==> config.mk <==
export PLATFORM = sky130hd
export DESIGN_NAME = snoop_responder
export DESIGN_NICKNAME = d
export VERILOG_FILES = /design/src/rtl/snoop_responder.sv
export SDC_FILE = /design/constraint.sdc
export NUM_CORES = 1
export LEC_CHECK = 0
export CORE_AREA = 2 2 70 138
export DETAILED_ROUTE_END_ITERATION = 7
export DIE_AREA = 0 0 72 140
export PLACE_DENSITY = 0.81
export SLEW_MARGIN = 20
export SYNTH_ARGS = -nofsm -noshare
export SYNTH_HDL_FRONTEND = slang
export SYNTH_SLANG_ARGS = --single-unit
==> constraint.sdc <==
create_clock -name clk -period 5.3 [get_ports clk]
set_input_delay 1.06 -clock clk [delete_from_list [all_inputs] [get_ports clk]]
set_output_delay 1.06 -clock clk [all_outputs]
set_load 0.05 [all_outputs]
==> src/rtl/snoop_responder.sv <==
// snoop_responder: per-core MSI snooper that looks up foreign bus ops in the local tag array,
// flushes MODIFIED blocks to memory, then downgrades/invalidates the line and pulses snoop_done.
module snoop_responder #(
    parameter int CORE_ID = 0,
    parameter int INDEX_W = 6,
    parameter int BLK_WORDS = 4,
    localparam int OFF_W = $clog2(BLK_WORDS),
    localparam int TAG_W = 16 - INDEX_W - OFF_W
) (
    input  logic                    clk,
    input  logic                    rst_n,
    input  logic                    bus_valid,
    input  logic [2:0]              bus_op,
    input  logic [15:0]             bus_addr,
    output logic                    snoop_busy,
    output logic                    tag_rd_en,
    output logic [INDEX_W-1:0]      tag_idx,
    input  logic [TAG_W-1:0]        tag_rd_tag,
    input  logic [1:0]              tag_rd_state,
    input  logic [16*BLK_WORDS-1:0] blk_rd_data,
    output logic                    tag_we,
    output logic [1:0]              tag_wr_state,
    output logic                    wb_req,
    output logic [15:0]             wb_addr,
    output logic [16*BLK_WORDS-1:0] wb_data,
    input  logic                    wb_ack,
    output logic                    snoop_done,
    output logic                    snoop_hit,
    output logic                    proto_err
);
    localparam logic [2:0] S_IDLE = 3'd0, S_LOOKUP = 3'd1, S_WB = 3'd2, S_UPDATE = 3'd3, S_DRAIN = 3'd4;
    localparam logic [1:0] ST_INV = 2'd0, ST_SH = 2'd1, ST_MOD = 2'd2;

    logic [2:0]              state;
    logic [2:0]              op_r;
    logic [15:0]             addr_r;
    logic [16*BLK_WORDS-1:0] data_r;
    logic [1:0]              old_st, new_st;
    logic                    hit_r, err_r;
    logic                    accept, own_in, hit, is_mod, is_rm, is_inv, need_wb;
    logic [1:0]              nxt_st;

    // op encoding: 1/2 READ_MISS_0/1, 3/4 WRITE_MISS_0/1, 5/6 INVALIDATE_0/1; odd codes belong to core 0
    assign own_in  = bus_op[0] == (CORE_ID == 0);
    assign accept  = state == S_IDLE && bus_valid && bus_op != 3'd0 && bus_op != 3'd7;
    assign is_rm   = op_r inside {3'd1, 3'd2};
    assign is_inv  = op_r inside {3'd5, 3'd6};
    assign hit     = tag_rd_tag == addr_r[15 -: TAG_W] && tag_rd_state != ST_INV;
    assign is_mod  = tag_rd_state == ST_MOD;
    assign need_wb = hit && is_mod && !is_inv;
    assign nxt_st  = !hit ? tag_rd_state : is_rm ? (is_mod ? ST_SH : tag_rd_state) : ST_INV;

    always_ff @(posedge clk or negedge rst_n) begin
        if (!rst_n) begin
            state  <= S_IDLE;
            op_r   <= '0;
            addr_r <= '0;
            data_r <= '0;
            old_st <= '0;
            new_st <= '0;
            hit_r  <= 1'b0;
            err_r  <= 1'b0;
        end else begin
            case (state)
                S_IDLE: if (accept) begin
                    op_r   <= bus_op;
                    addr_r <= bus_addr;
                    hit_r  <= 1'b0;
                    err_r  <= 1'b0;
                    state  <= own_in ? S_UPDATE : S_LOOKUP;
                end
                S_LOOKUP: begin
                    data_r <= blk_rd_data;
                    old_st <= tag_rd_state;
                    new_st <= nxt_st;
                    hit_r  <= hit;
                    err_r  <= hit && is_mod && is_inv;
                    state  <= need_wb ? S_WB : S_UPDATE;
                end
                S_WB:     if (wb_ack) state <= S_UPDATE;
                S_UPDATE: state <= S_DRAIN;
                S_DRAIN:  if (!bus_valid) state <= S_IDLE;
                default:  state <= S_IDLE;
            endcase
        end
    end

    assign snoop_busy   = state != S_IDLE;
    assign tag_rd_en    = accept && !own_in;
    assign tag_idx      = state == S_IDLE ? bus_addr[OFF_W +: INDEX_W] : addr_r[OFF_W +: INDEX_W];
    assign wb_req       = state == S_WB;
    assign wb_addr      = addr_r & ~16'(BLK_WORDS - 1);
    assign wb_data      = data_r;
    assign snoop_done   = state == S_UPDATE;
    assign snoop_hit    = snoop_done && hit_r;
    assign proto_err    = snoop_done && err_r;
    assign tag_we       = snoop_done && hit_r && new_st != old_st;
    assign tag_wr_state = tag_we ? new_st : 2'd0;
endmodule

==> results of run 1 <==
[critical path: cells and delay by family]
family | cells | cell delay, ns
AND/OR/NAND/NOR | 3 | 0.76
buffers and inverters | 2 | 1.37
[through the flow]
| stage | hold slack (ns) | power (uW) | util [%] | worst slack (ns) | area (um2) |
|---|---|---|---|---|---|
| 3_3_place_gp | 0.469 | 4070 | 63.3 | 1.04 | 5700 |
| 4_1_cts | 0.509 | 4840 | 66.9 | 1.00 | 6030 |
| 3_5_place_dp | 0.494 | 4140 | 63.3 | 1.01 | 5700 |
| 5_1_grt | 0.517 | 5000 | 66.9 | 0.912 | 6030 |
| 2_1_floorplan | 0.451 | 3210 | - | 0.691 | 3770 |
| 6_report | 0.504 | 4790 | 66.9 | 1.04 | 6030 |
[Yosys cell counts]
library cell / number / share of area, %
o31a_1: 1 / 0.23
o22ai_1: 1 / 0.17
nand3_1: 2 / 0.27
xor2_1: 9 / 2.1
o2111ai_1: 1 / 0.23
a211oi_1: 2 / 0.40
mux2_4: 9 / 3.6
dfrtp_1: 90 / 60
o21ai_0: 2 / 0.27
a31o_2: 1 / 0.23
nand4_4: 1 / 0.56
a31oi_1: 2 / 0.33
nand4_1: 1 / 0.17
and3_1: 2 / 0.33
mux2_2: 79 / 24
o31ai_1: 2 / 0.40
nor3_1: 2 / 0.27
nand2b_1: 1 / 0.17
xnor2_1: 2 / 0.46
a21oi_1: 1 / 0.13
nor2_1: 3 / 0.30
and2_1: 2 / 0.33
nand2_1: 6 / 0.60
nor4_1: 2 / 0.33
or3_1: 1 / 0.17
a41o_1: 1 / 0.27
inv_1: 6 / 0.60
o211a_1: 1 / 0.27
nor3_4: 1 / 0.43
buf_6: 2 / 0.60
conb_1: 1 / 0.099
buf_2: 9 / 1.2
buf_4: 3 / 0.60
nor3b_1: 1 / 0.20
a21boi_0: 1 / 0.20
a311oi_1: 1 / 0.23
[cells by family (layout without fill, tap and decap cells)]
| kind of cell | Yosys count | after routing | share of synthesized area [%] |
|---|---|---|---|
| flip-flops | 90 | 90 | 59.7 |
| multiplexers | 88 | 88 | 27.2 |
| AND/OR/NAND/NOR | 25 | 25 | 4.11 |
| buffers and inverters | 20 | 211 | 2.99 |
| AO/OA/AOI/OAI | 17 | 17 | 3.35 |
| XOR/XNOR | 11 | 11 | 2.55 |
| other | 1 | 2 | 0.0994 |
[flip-flops by register name (all words and copies together), names as in the netlist]
signal,count
wb_data,64
addr_r,14
op_r,3
state,3
new_st,2
old_st,2
err_r,1
hit_r,1
[how the worst max path moves through the flow]
stage,start,to,slack [ns],depth (start not counted)
global route,bus_op[0],tag_rd_en,0.91,5
finish,bus_op[0],tag_rd_en,1.04,5
global placement,bus_op[0],tag_rd_en,1.04,5
detailed placement,bus_op[0],tag_rd_en,1.01,5
CTS,bus_op[0],tag_rd_en,1.0,5
floorplan,state[1],tag_we,0.69,5
[cell type report]
cell class / instances / area [um2] / area share, %
Tap cell: 102 / 128 / 2.12
Multi-Input combinational cell: 143 / 1420 / 23.5
Clock inverter: 7 / 100 / 1.66
Clock buffer: 9 / 225 / 3.74
Timing Repair Buffer: 189 / 1880 / 31.3
Sequential cell: 90 / 2250 / 37.4
Inverter: 6 / 22.5 / 0.374
[layer usage]
layer | wire (um) | vias up | share of wire, % | track usage (%)
met5 | 0 | - | 0 | 0
met4 | 405 | 0 | 4.4 | 10.5
met3 | 436 | 26 | 4.7 | 3.09
met2 | 5310 | 118 | 57 | 36.0
met1 | 3110 | 1347 | 34 | 19.4
li1 | - | 1265 | - | -
[where the power goes]
part | total (uW) | switching, uW | internal, uW | leakage [uW]
Combinational | 2850 | 1730 | 1110 | 0.00130
Clock | 684 | 267 | 416 | 0.000149
Sequential | 1260 | 220 | 1040 | 0.00107
==> impl_metrics.tcl, run 1 <==
set metrics [dict create \
    max_stage_delay_ns 0.82 \
    syn_inst 252 \
    htreeDepth 3 \
    nets 536 \
    cp.arrival_ns 3.20 \
    synth_cell_types 36 \
    place.gp.congestion 0.753 \
    core_um2 9010 \
    fmax_ghz 0.235 \
    instances_no_fill 546 \
    leakagePower_uw 0.00252 \
    critPathKind "in -> out" \
    critPathMaxFanout 18 \
    layout.cells.most_common "clkdlybuf4s50_1" \
    place_inst 530 \
    ys_ff_latch 90 \
    drc_errors 0 \
    gr-total-overflow 0 \
    tritoncts "yes" \
    fin_setup_tns_ns 0 \
    endpoint_kind "output port" \
    fp.dieW_um 72 \
    worst_pin_slew_ns 0.889 \
    cts_made_buffers 9 \
    first_global_vias 2983 \
    grt_first_pass_wirelength_mm 14.8 \
    crit_chain "clkdlybuf4s50_1 > or3_1 > nand4_4 > nor2_1 > clkdlybuf4s50_1" \
    num_rows 49 \
    power_density_nw_per_um2 794 \
    hp-start "wb_data[4]" \
    maxSlewViolCount 0 \
    r2r_start "state[0]" \
    finClkSkew_ns 0.00549 \
    rr_endpoint "wb_data[52]" \
    wire_per_inst_um 17.0 \
    drive_gt1_share_pct 25.0 \
    hold_path_class "reg -> reg" \
    critPathSlowestCell "clkdlybuf4s50_1" \
    period_share_pct 80.4 \
    fillers 704 \
    ff2ff_setup_slack_ns 3.24 \
    final_cell_mix "clkdlybuf4s50_1, dfrtp_1, mux2_2" \
    drt-total-wl_mm 9.27 \
    start_kind "primary input" \
    clock_sinks 90 \
    insertion_delay_ns 0.33 \
    root_buffer "clkbuf_16" \
    dp_hpwl_mm 7.06 \
    viasPerCell 5.05 \
    clk_path_buf_depth 2 \
    grt_start_max_net_pins 74 \
    drtIter0Drc 114 \
    required_ns 4.24 \
    yosys_warnings 0 \
    postCtsSetupBuffers 0 \
    max-vdd-ir-drop_uv 525 \
    syn-cell-area_um2 3770 \
    relSlewSlack_pct 40.8 \
    r2r_cells 3 \
    clk_pin_slew_ns 0.06 \
    antenna_found_initial 0 \
    cts_resized 0 \
    hold_viol_final 0 \
    dr.pass1.iters 4 \
    rsz0062_at_grt "no" \
    syn_area_per_cell_um2 15.0 \
    dr_total_vias 2756 \
    die_h_um 140 \
    synth-seq-area-share_pct 59.7 \
    outcome "complete, no violations" \
    synthToLayoutAreaGrowth_pct 59.8 \
    start_util_pct 41.8 \
    postCtsHoldBufs 0 \
    max_cap_viol_count 0 \
    crit_top_cell "clkdlybuf4s50_1" \
    portBuffers 187 \
    hold_depth 1 \
    diodes 0 \
    min_to "wb_data[4]" \
    ant_nets 0 \
    ios 192 \
    period_needed_ns 4.26 \
    setup_viol 0 \
    die_area_um2 10100 \
    globalRouteTotalUtil_pct 19.2 \
]
No activity file was read; power rests on OpenSTA's default activity.
==> run 2: changes to the inputs <==
--- a/config.mk
+++ b/config.mk
@@ -5,10 +5,10 @@
 export SDC_FILE = /design/constraint.sdc
 export NUM_CORES = 1
 export LEC_CHECK = 0
-export CORE_AREA = 2 2 70 138
+export CORE_AREA = 2 2 72 143
 export DETAILED_ROUTE_END_ITERATION = 7
-export DIE_AREA = 0 0 72 140
-export PLACE_DENSITY = 0.81
+export DIE_AREA = 0 0 74 145
+export PLACE_DENSITY = 0.77
 export SLEW_MARGIN = 20
 export SYNTH_ARGS = -nofsm -noshare
 export SYNTH_HDL_FRONTEND = slang
==> constraint.sdc (replaced) <==
create_clock -name clk -period 4 [get_ports clk]
set_input_delay 0.8 -clock clk [delete_from_list [all_inputs] [get_ports clk]]
set_output_delay 0.8 -clock clk [all_outputs]
set_load 0.05 [all_outputs]
==> run 2 against run 1 <==
  * Cell count grew 5.7%
  * Combinational power grew 32%
  * Global-route usage shrank 1.2 points
  * Largest power group unchanged
==> impl_metrics.tcl, run 2 (synthesized netlist as in run 1, its figures left out) <==
set metrics [dict create \
    layout.cells.most_common "clkdlybuf4s50_1" \
    num_rows 51 \
    clk_path_buf_depth 2 \
    hold_path_class "reg -> reg" \
    largest_reg_flops 64 \
    ant_nets 0 \
    dp_hpwl_mm 7.18 \
    hold_viol_final 0 \
    seq_area_um2 2250 \
    start_kind "flip-flop" \
    viasPerCell 4.65 \
    routed.top_layer "met4" \
    dr.pass1.iters 4 \
    required_ns 3.20 \
    htreeDepth 3 \
    outcome "complete, no violations" \
    fillers 765 \
    cts_made_buffers 9 \
    antenna_found_initial 0 \
    core_um2 9640 \
    max_cap_viol_count 0 \
    max-vdd-ir-drop_uv 551 \
    postCtsSetupBuffers 0 \
    gr-total-overflow 0 \
    worst_pin_slew_ns 0.867 \
    power_density_nw_per_um2 1050 \
    drt-total-wl_mm 9.25 \
    ios 192 \
    drive_gt1_share_pct 24.9 \
    drtIter0Drc 76 \
    relSlewSlack_pct 42.2 \
    postCtsHoldBufs 0 \
    dr_total_vias 2683 \
    clock_sinks 90 \
    grt_start_max_net_pins 72 \
    root_buffer "clkbuf_16" \
    finClkSkew_ns 0.00952 \
    grt_first_pass_wirelength_mm 14.6 \
    clk_pin_slew_ns 0.06 \
    place_inst 561 \
    start_util_pct 39.1 \
    first_global_vias 2882 \
    final_cell_mix "clkdlybuf4s50_1, dfrtp_1, mux2_2" \
    insertion_delay_ns 0.33 \
    hp-start "wb_data[37]" \
    globalRouteTotalUtil_pct 18.0 \
    leakagePower_uw 0.00254 \
    wire_per_inst_um 16.0 \
    synthToLayoutAreaGrowth_pct 61.2 \
    place.gp.congestion 0.774 \
    period_needed_ns 3.42 \
    fp.dieW_um 74 \
    maxSlewViolCount 0 \
    multi_input_area_um2 1420 \
    hold_depth 1 \
    diodes 0 \
    tritoncts "yes" \
    endpoint_kind "output port" \
    instances_no_fill 577 \
    setup_viol 0 \
    critPathMaxFanout 8 \
    r2r_cells 3 \
    wl_met2_mm 5.33 \
    fin_setup_tns_ns 0 \
    nets 537 \
    cts_resized 0 \
    period_share_pct 85.5 \
    die_area_um2 10700 \
    fmax_ghz 0.292 \
    portBuffers 187 \
    ff2ff_setup_slack_ns 2.03 \
    r2r_start "state[2]" \
    startpoint "state[1]" \
    critPathKind "reg -> out" \
    die_h_um 145 \
    wirelength_met1_mm 3.20 \
    drc_errors 0 \
    finalPower_uw 6380 \
    wl_met3_um 469 \
    cp.arrival_ns 2.62 \
    rsz0062_at_grt "no" \
]
-- run 2: changes by cell type in the layout (fill, tap and decap cells not counted), sizes merged --
| cell | change |
|---|---|
| buf | +2 |
| clkbuf | +2 |
| clkinvlp | -2 |
| inv | -2 |
| bufinv | +1 |
| clkdlybuf4s50 | -1 |
| clkinv | +1 |
-- run 2: layout make-up --
cell class	count	area share, %
sequential	90	37.0
inverter	6	0.370
clock buffer	11	3.83
timing repair buffer	190	31.1
tap	132	2.72
clock inverter	5	1.69
multi-input combinational	143	23.3
-- run 2: per-layer routing --
metal	vias to the layer above	GRT usage, %
met5	-	0
met4	0	8.18
met3	15	3.06
met2	106	33.4
met1	1296	18.6
li1	1266	-
-- run 2: report_power, final --
group / internal, uW / switching, uW
logic: 1480 / 2300
clock network: 610 / 329
registers: 1370 / 290
-- run 2: through the flow --
stage          cell area [um2]  utilization [%]  hold WS, ns  setup slack, ns
3_3_place_gp              5740             59.6        0.473            0.849
4_1_cts                   6080             63.1        0.510            0.515
3_5_place_dp              5740             59.6        0.489            0.851
6_report                  6080             63.1        0.504            0.581
5_1_grt                   6080             63.1        0.525            0.402
2_1_floorplan             3770                -        0.451          0.00594
-- run 2: final timing paths --
check | to
max in group asynchronous | wb_data[56]
setup / recovery | tag_we
min in group asynchronous | addr_r[8]
hold / removal | wb_data[37]
hold reg to reg | wb_data[37]
setup reg to reg | op_r[1]
-- run 2: critical path, cell delays in order (launching register included) --
cell and delay (ns):
dfrtp_1 0.51, inv_1 0.14, nor3_1 0.37, and2_1 0.25
a21boi_1 0.18, clkdlybuf4s50_1 0.84
==> edit: new RTL, flow settings as in run 2 <==
Reset style: synchronous (`rst_n`), changed in one clocked block.
--- a/src/rtl/snoop_responder.sv
+++ b/src/rtl/snoop_responder.sv
@@ -51,5 +51,5 @@
     assign nxt_st  = !hit ? tag_rd_state : is_rm ? (is_mod ? ST_SH : tag_rd_state) : ST_INV;
 
-    always_ff @(posedge clk or negedge rst_n) begin
+    always_ff @(posedge clk) begin
         if (!rst_n) begin
             state  <= S_IDLE;
Formal check against the unedited RTL: differs if rst_n is asserted again (counterexample within 4 cycles, from zero or initial values and one cycle with rst_n low); with rst_n held inactive, the same outputs for 10 cycles.
==> edit against run 2 <==
- first-iteration DRC count is 57% higher
- sequential cell count stayed put
- count of clock-buffer cells in the layout did not move
- wire length increased by 13%
- highest routed layer unchanged
- final area shrank 0.76%
- setup slack improved by 0.14 ns
- synthesized area shrank 0.80%
Power is not compared: it rests on default switching activity, and its combinational part moved more than twofold at a synthesized area within 25%.
==> edit: results (changes against run 2) <==
Logic synthesis
  • Yosys top cell area share: 48.2% (-12 points)
  • Register area share after synthesis: 48.2% (-12 points)
  • Multiplexer share of the synthesized area: 6.35% (-21 points)
  • Most frequent cells after synthesis: nand2_1 (138), dfxtp_1 (90), a21boi_0 (63), clkbuf_1 (18), nor2b_1 (18)
  • Synth area leaders: dfxtp_1 (48%), nand2_1 (14%), a21boi_0 (13%), mux2i_1 (4.5%), nor2b_1 (3.0%)
  • Post-synth top area cell: dfxtp_1
  • Post-Synth XOR/XNOR Area: 2.58% (+0.021 points)
  • Ys async rst share: 0% (-100 points)

GRT
  • Global-route wire length before repair: 16.5 mm (+13%)
  • Largest net degree at the start of global routing: 65 (-9.7%)
  • Vias in the first global route: 3476 (+21%)

Final layout
  • Share of cells above drive strength 1: 5.67% (-19 points)
  • FILL cells: 829 (+8.4%)

Setup path
  • Critical Path AT: 2.48 ns (-0.14 ns)
  • Worst reg2reg path startpoint: state[1]
  • R2R cell count: 5 (+2)
  • Capturing point of the worst reg2reg path: wb_data[16]
  • Reg2reg setup slack: 1.91 ns (-0.12 ns)
  • Crit path largest cell delay: 0.86 ns (+0.02 ns)
  • Maximum fanout along the worst path: 12 (+4)

Route
  • WL met3: 481 um (+2.6%)
  • Via count: 3427 (+28%)
  • M1 WL: 3.60 mm (+12%)
  • DRT iter0 DRCs: 119 (+57%)
  • Wire per inst: 14.2 um (-11%)
  • Met2 WL: 6.03 mm (+13%)

Hold path
  • Hold path endpoint: wb_data[1]
  • Hold path depth: 2 (+1)
  • Hold Crit Start: wb_data[1]

Placed design
  • GP Congestion: 0.785 (+1.5%)
  • Pre-CTS setup slack: 0.970 ns (+0.119 ns)
  • DPL Wire Length: 7.84 mm (+9.2%)

STA
  • Slew headroom: 52.6% (+10 points)

Status
  • Status: finished, final reports clean

Clock tree
  • Largest buffer count on any clock path: 2 (unchanged)
edit: cell types whose count changed after synthesis, moves of 5 or more:
cell / run 2 / this run
a21boi_0: 1 / 63
mux2_2: 79 / 6
a21boi_1: 0 / 5
nand2_1: 6 / 138
clkbuf_1: 0 / 18
nor2b_1: 0 / 18
dfxtp_1: 0 / 90
dfrtp_1: 90 / 0
mux2i_1: 0 / 17
mux2_4: 9 / 0
edit: layout make-up:
type / count / area [um^2] / share of cell area (%)
multi-input cells: 300 / 1780 / 29.4
flip-flops and latches: 90 / 1800 / 29.9
repair buffers: 192 / 1910 / 31.7
inverters: 2 / 7.51 / 0.124
well taps: 132 / 165 / 2.74
clock inverters: 5 / 125 / 2.07
clock buffers: 11 / 243 / 4.02
edit: logic make-up after synthesis:
logic type | after synthesis
AO/OA/AOI/OAI | 84
XOR/XNOR | 11
buffers and inverters | 33
flip-flops | 90
multiplexers | 23
other | 1
AND/OR/NAND/NOR | 180
edit: power groups by stage:
stage / Clock (mW) / Combinational (mW) / Sequential, mW
floorplan: 0 / 0.296 / 1.24
global placement: 0 / 0.784 / 1.03
detailed placement: 0 / 0.795 / 1.04
CTS: 1.05 / 0.798 / 1.02
global route: 1.08 / 0.840 / 1.03
finish: 1.02 / 0.790 / 1.02
edit: critical path: cells and delay by family (launching register included):
kind,cells,cell delay [ns]
buffers and inverters,1,0.86
AOI/OAI and AO/OA,1,0.19
DFF,1,0.60
and+or+nand+nor,2,0.50
edit: through the flow:
stage	util, %	total power [mW]	std cells	hold slack [ns]
finish	62.6	2.83	732	0.454
global route	62.6	2.95	732	0.481
CTS	62.6	2.86	732	0.456
detailed placement	58.8	1.83	716	0.448
global placement	58.8	1.82	716	0.442
floorplan	-	1.54	423	0.439
edit: worst max-delay path by stage:
| stage | depth (start not counted) | endpoint | slack (ns) | startpoint |
|---|---|---|---|---|
| finish | 4 | tag_we | 0.72 | state[1] |
| global route | 4 | tag_we | 0.56 | state[1] |
| CTS | 4 | tag_we | 0.67 | state[1] |
| detailed placement | 3 | tag_idx[4] | 0.97 | bus_addr[6] |
| global placement | 3 | tag_idx[4] | 0.98 | bus_addr[6] |
| floorplan | 4 | tag_we | 0.35 | state[1] |
edit: routing by layer:
metal  up-vias  track usage [%]
met5         -                0
met4         0             8.09
met3        17             4.24
met2       110             38.6
met1      1572             18.6
li1       1728                -
